[src/rtl/multififo_reader.sv]
// multififo_reader: drains a multi-port FIFO in batches of up to four words
// into a staging ring, then streams the ring out one word per cycle.
module multififo_reader #(
  parameter int unsigned WIDTH   = 32,
  parameter int unsigned SDEPTH  = 8,
  parameter int unsigned BATCH   = 4,
  parameter int unsigned TIMEOUT = 16
) (
  input  logic                      clk,
  input  logic                      rst_n,
  input  logic                      softreset,
  input  logic [15:0]               fifo_count,
  output logic [2:0]                reads,
  input  logic [WIDTH*4-1:0]        fifo_dout,
  input  logic                      flush,
  output logic                      out_valid,
  input  logic                      out_ready,
  output logic [WIDTH-1:0]          out_data,
  output logic [$clog2(SDEPTH):0]   stage_count,
  output logic                      timer_expired
);

  localparam int unsigned PW = $clog2(SDEPTH);
  localparam int unsigned CW = PW + 1;

  logic [WIDTH-1:0] ring [SDEPTH];
  logic [PW-1:0]    head;
  logic [PW-1:0]    tail;
  logic [15:0]      timer;
  logic [15:0]      stage_free;
  logic [15:0]      avail;
  logic             pop;

  // Words that can be read now: limited by port count, FIFO occupancy and ring space
  always_comb begin
    stage_free = 16'(SDEPTH) - 16'(stage_count);
    avail      = 16'd4;
    if (fifo_count < avail) avail = fifo_count;
    if (stage_free < avail) avail = stage_free;
  end

  assign timer_expired = (timer >= 16'(TIMEOUT));

  // Issue a read only for a full batch, or a partial one when flushed or starved
  always_comb begin
    reads = 3'd0;
    if (rst_n && !softreset && (avail != 16'd0) &&
        ((avail >= 16'(BATCH)) || flush || timer_expired))
      reads = 3'(avail);
  end

  assign out_valid = (stage_count != CW'(0));
  assign pop       = out_valid && out_ready;
  assign out_data  = out_valid ? ring[head] : '0;

  // Capture the returned lanes into consecutive ring slots starting at tail
  always_ff @(posedge clk) begin
    for (int k = 0; k < 4; k++) begin
      if (3'(k) < reads)
        ring[PW'(tail + PW'(k))] <= fifo_dout[k*WIDTH +: WIDTH];
    end
  end

  // Ring pointers, occupancy and saturating starvation timer
  always_ff @(posedge clk or negedge rst_n) begin
    if (!rst_n) begin
      head        <= '0;
      tail        <= '0;
      stage_count <= '0;
      timer       <= '0;
    end else if (softreset) begin
      head        <= '0;
      tail        <= '0;
      stage_count <= '0;
      timer       <= '0;
    end else begin
      tail        <= tail + PW'(reads);
      if (pop) head <= head + PW'(1);
      stage_count <= stage_count + CW'(reads) - CW'(pop);
      if ((reads != 3'd0) || (fifo_count == 16'd0))
        timer <= '0;
      else if (timer != 16'hFFFF)
        timer <= timer + 16'd1;
    end
  end

endmodule

[config.mk]
export PLATFORM = sky130hd
export DESIGN_NAME = multififo_reader
export DESIGN_NICKNAME = d
export VERILOG_FILES = /design/src/rtl/multififo_reader.sv
export SDC_FILE = /design/constraint.sdc
export NUM_CORES = 1
export LEC_CHECK = 0
export BUFFER_PORTS_ARGS = -buffer_cell sky130_fd_sc_hd__buf_2
export CAP_MARGIN = 0
export CORE_ASPECT_RATIO = 1.5
export CORE_UTILIZATION = 30
export CTS_BUF_LIST = sky130_fd_sc_hd__clkbuf_2 sky130_fd_sc_hd__clkbuf_4 sky130_fd_sc_hd__clkbuf_8
export CTS_CLUSTER_SIZE = 10
export DETAILED_ROUTE_END_ITERATION = 7
export PLACE_DENSITY = 0.5
export SETUP_SLACK_MARGIN = 0.02
export SLEW_MARGIN = 20
export SYNTH_ARGS = -nofsm -noshare
export SYNTH_HDL_FRONTEND = slang
export SYNTH_SLANG_ARGS = --single-unit
[constraint.sdc]
create_clock -name clk -period 10.1 [get_ports clk]
set_clock_uncertainty 0.15 [all_clocks]
set_input_delay 2.02 -clock clk [delete_from_list [all_inputs] [get_ports clk]]
set_output_delay 2.02 -clock clk [all_outputs]
set_load 0.05 [all_outputs]
==> impl_metrics.tcl <==
set metrics [dict create \
    antenna_found_initial 9 \
    synth-seq-area-share_pct 42.3 \
    top_layer "met5" \
    synth_most_common_cell "edfxtp_1" \
    coreArea_mm2 0.0648 \
    outcome "completed" \
    worst_ep_required_time_ns 7.93 \
    numClockSinks 282 \
    synth_area_leaders "edfxtp_1 (39%), mux2i_1 (10%), o32ai_1 (8.5%)" \
    grt_pass1_vias 18200 \
    placed_area_mm2 0.0215 \
    finalCritPeriodShare_pct 81.4 \
    gr-total-overflow 0 \
    start_kind "input port" \
    cts_buffers 47 \
    crit_fanout 24 \
    drive_gt1_share_pct 22.6 \
    cpLargestDelayFamily "compound AO/OA/AOI/OAI gates" \
    cp-end-kind "output port" \
    fillers 6500 \
    drt_iter0_markers 1995 \
    ys_async_sr_fraction_pct 9.22 \
    syn_area_per_cell_um2 10.9 \
    insertion_delay_ns 0.61 \
    initial_utilization_pct 30.5 \
    critPathMostFrequentCell "buf_2" \
    power_frac_seq_pct 30.5 \
    rows 114 \
    cp_cell_sequence "buf_2 > nor4_2 > nand4_2 > inv_1 > nand2_1 > ha_1 > a211o_1 > nand2b_1 > o311ai_2 > o211a_4 > nand3_1 > a21oi_1 > buf_2" \
    p_sw_share_pct 48.5 \
    pwr-share-clk_pct 18.5 \
    htree_levels 2 \
    dpl_worst_slack_ns 1.83 \
    drc_errors 0 \
    postSynthCellCount 1817 \
    cts_setup_buffers 0 \
    die_w_um 211 \
    setup_ws_ns 1.88 \
    rrSetupSlack_ns 3.65 \
    slew_headroom_pct 19.0 \
    worstMarginPinSlew_ns 1.22 \
    dp_hpwl_um 51500 \
    cts_tree "yes" \
    critPathArrivalTime_ns 6.05 \
    wl_per_cell_um 31.6 \
    grt_max_degree 80 \
    vias_per_cell 6.43 \
    wl_met1_um 31500 \
    synth-seq-cells 282 \
    ys_warn_count 0 \
    wl_met2_um 44700 \
    portBuffers 189 \
    p_comb_share_pct 51.0 \
    synthDistinctLibCells 56 \
    rsz0062_at_grt "no" \
    drv_cap 0 \
    synthTopCellsByCount "edfxtp_1 (256), mux2i_1 (197), o32ai_1 (192)" \
    io_pins 190 \
    root_buffer "clkbuf_8" \
    min_path_type "register to register" \
    yosysTopAreaCell "edfxtp_1" \
    hold_violations 0 \
    num_vias 17900 \
    fin_nets 2053 \
    synth_edf_count 256 \
    grt_pass1_wl_um 126000 \
    final_core_util_pct 34.7 \
    synth.cell_area_mm2 0.0197 \
    peakVddDrop_mv 0.309 \
    critPathMaxStageDelay_ns 0.69 \
    finalWirelength_um 88000 \
    leakagePower_nw 8.52 \
    final_cell_area_mm2 0.0225 \
    fmax_ghz 0.122 \
    area_growth_syn_to_layout_pct 13.9 \
    met3_length_um 6990 \
    fp.dieH_um 316 \
    cts_max_path_buffers 3 \
    clkTransAtPathRegs_ns 0.06 \
    ctsResizeCount 0 \
    cts_hold_buf 0 \
    grt_usage_pct 25.8 \
    die_area_mm2 0.0668 \
    setup_viol 0 \
    fin_crit_ns 8.22 \
    critPathBufInv 3 \
    ant_nets 0 \
    critical_path_class "input port to output port" \
    synth_ff_type "edfxtp_1" \
    power.density_mw_per_mm2 249 \
    place_congestion 0.824 \
    firstDrtPassIters 6 \
    internal_power_mw 2.88 \
    synth_top_area_share_pct 39.0 \
    crit_slowest_cell "nand4_2" \
    slew_viol_final 0 \
    tns_ns 0 \
    switchingPower_mw 2.71 \
]
cells by family after synthesis:
family | synth area share, %
other | 0.0190
adders and majority gates | 1.98
muxes | 18.4
AOI/OAI and AO/OA | 23.1
and+or+nand+nor | 7.57
DFF | 42.3
xor gates and xnor gates | 1.11
buffers and inverters | 5.52
flip-flops by register name, summed over array words and instances, names as in the netlist:
signal	cells
timer	16
tail	3
ring	256
head	3
stage_count	4
stage by stage:
stage,cells,hold slack (ns),power [mW]
after floorplan,1829,0.332,3.54
after global placement,2694,0.353,4.51
after detailed placement,2695,0.380,4.55
after CTS,2780,0.393,5.58
after global routing,2787,0.417,5.79
final,2788,0.394,5.59
placed cells by master (no fill, tap or decap), types with 14 or more instances in the layout:
master	count
nand2_1	91
o2bb2ai_1	65
dfrtp_1	23
o32ai_1	192
buf_2	189
and3_1	69
clkbuf_4	15
nand3_1	14
nor2_1	69
a21oi_1	174
a31oi_1	33
xor2_1	15
mux2i_1	193
a221oi_1	64
o21ai_0	67
buf_4	52
mux4_2	64
inv_1	19
clkinv_1	15
edfxtp_1	256
clkbuf_8	47
ha_1	28
worst paths after layout:
kind,from,end,cells past startpoint
max,fifo_count[10],reads[0],13
min,timer[15],timer[15],1
max reg2reg,stage_count[0],ring[5][25],15
min reg2reg,timer[15],timer[15],1
max in group asynchronous,rst_n,head[0],1
min in group asynchronous,rst_n,head[2],1
layout make-up:
cell class / count / area [µm²] / share of cell area (%)
tap: 870 / 1090 / 4.85
timing repair buffer: 242 / 1360 / 6.07
multi-input combinational: 1282 / 10700 / 47.5
clock buffer: 62 / 759 / 3.38
clock inverter: 23 / 133 / 0.590
antenna: 8 / 20.0 / 0.0891
inverter: 19 / 71.3 / 0.318
sequential: 282 / 8350 / 37.2
layer usage:
layer	global-route usage [%]	vias to the layer above
met2	45.3	1187
met4	15.1	2
met3	3.96	309
met1	29.7	8942
met5	0	-
li1	-	7494
worst reg2reg max path, delay by kind of cell, from the launching register on:
kind | cells | cell delay [ns]
flops | 1 | 0.48
fa+ha+maj | 2 | 0.63
simple gates | 4 | 1.20
mux | 1 | 0.25
compound gates | 4 | 1.97
buf+inv | 4 | 1.40
power groups by stage:
stage	Combinational, mW	Clock, mW	Sequential [mW]
floorplan	1.87	0	1.67
global placement	2.79	0	1.72
detailed placement	2.82	0	1.73
CTS	2.83	1.05	1.71
global route	2.98	1.09	1.73
finish	2.85	1.03	1.70
No activity file was read; power rests on OpenSTA's default activity.
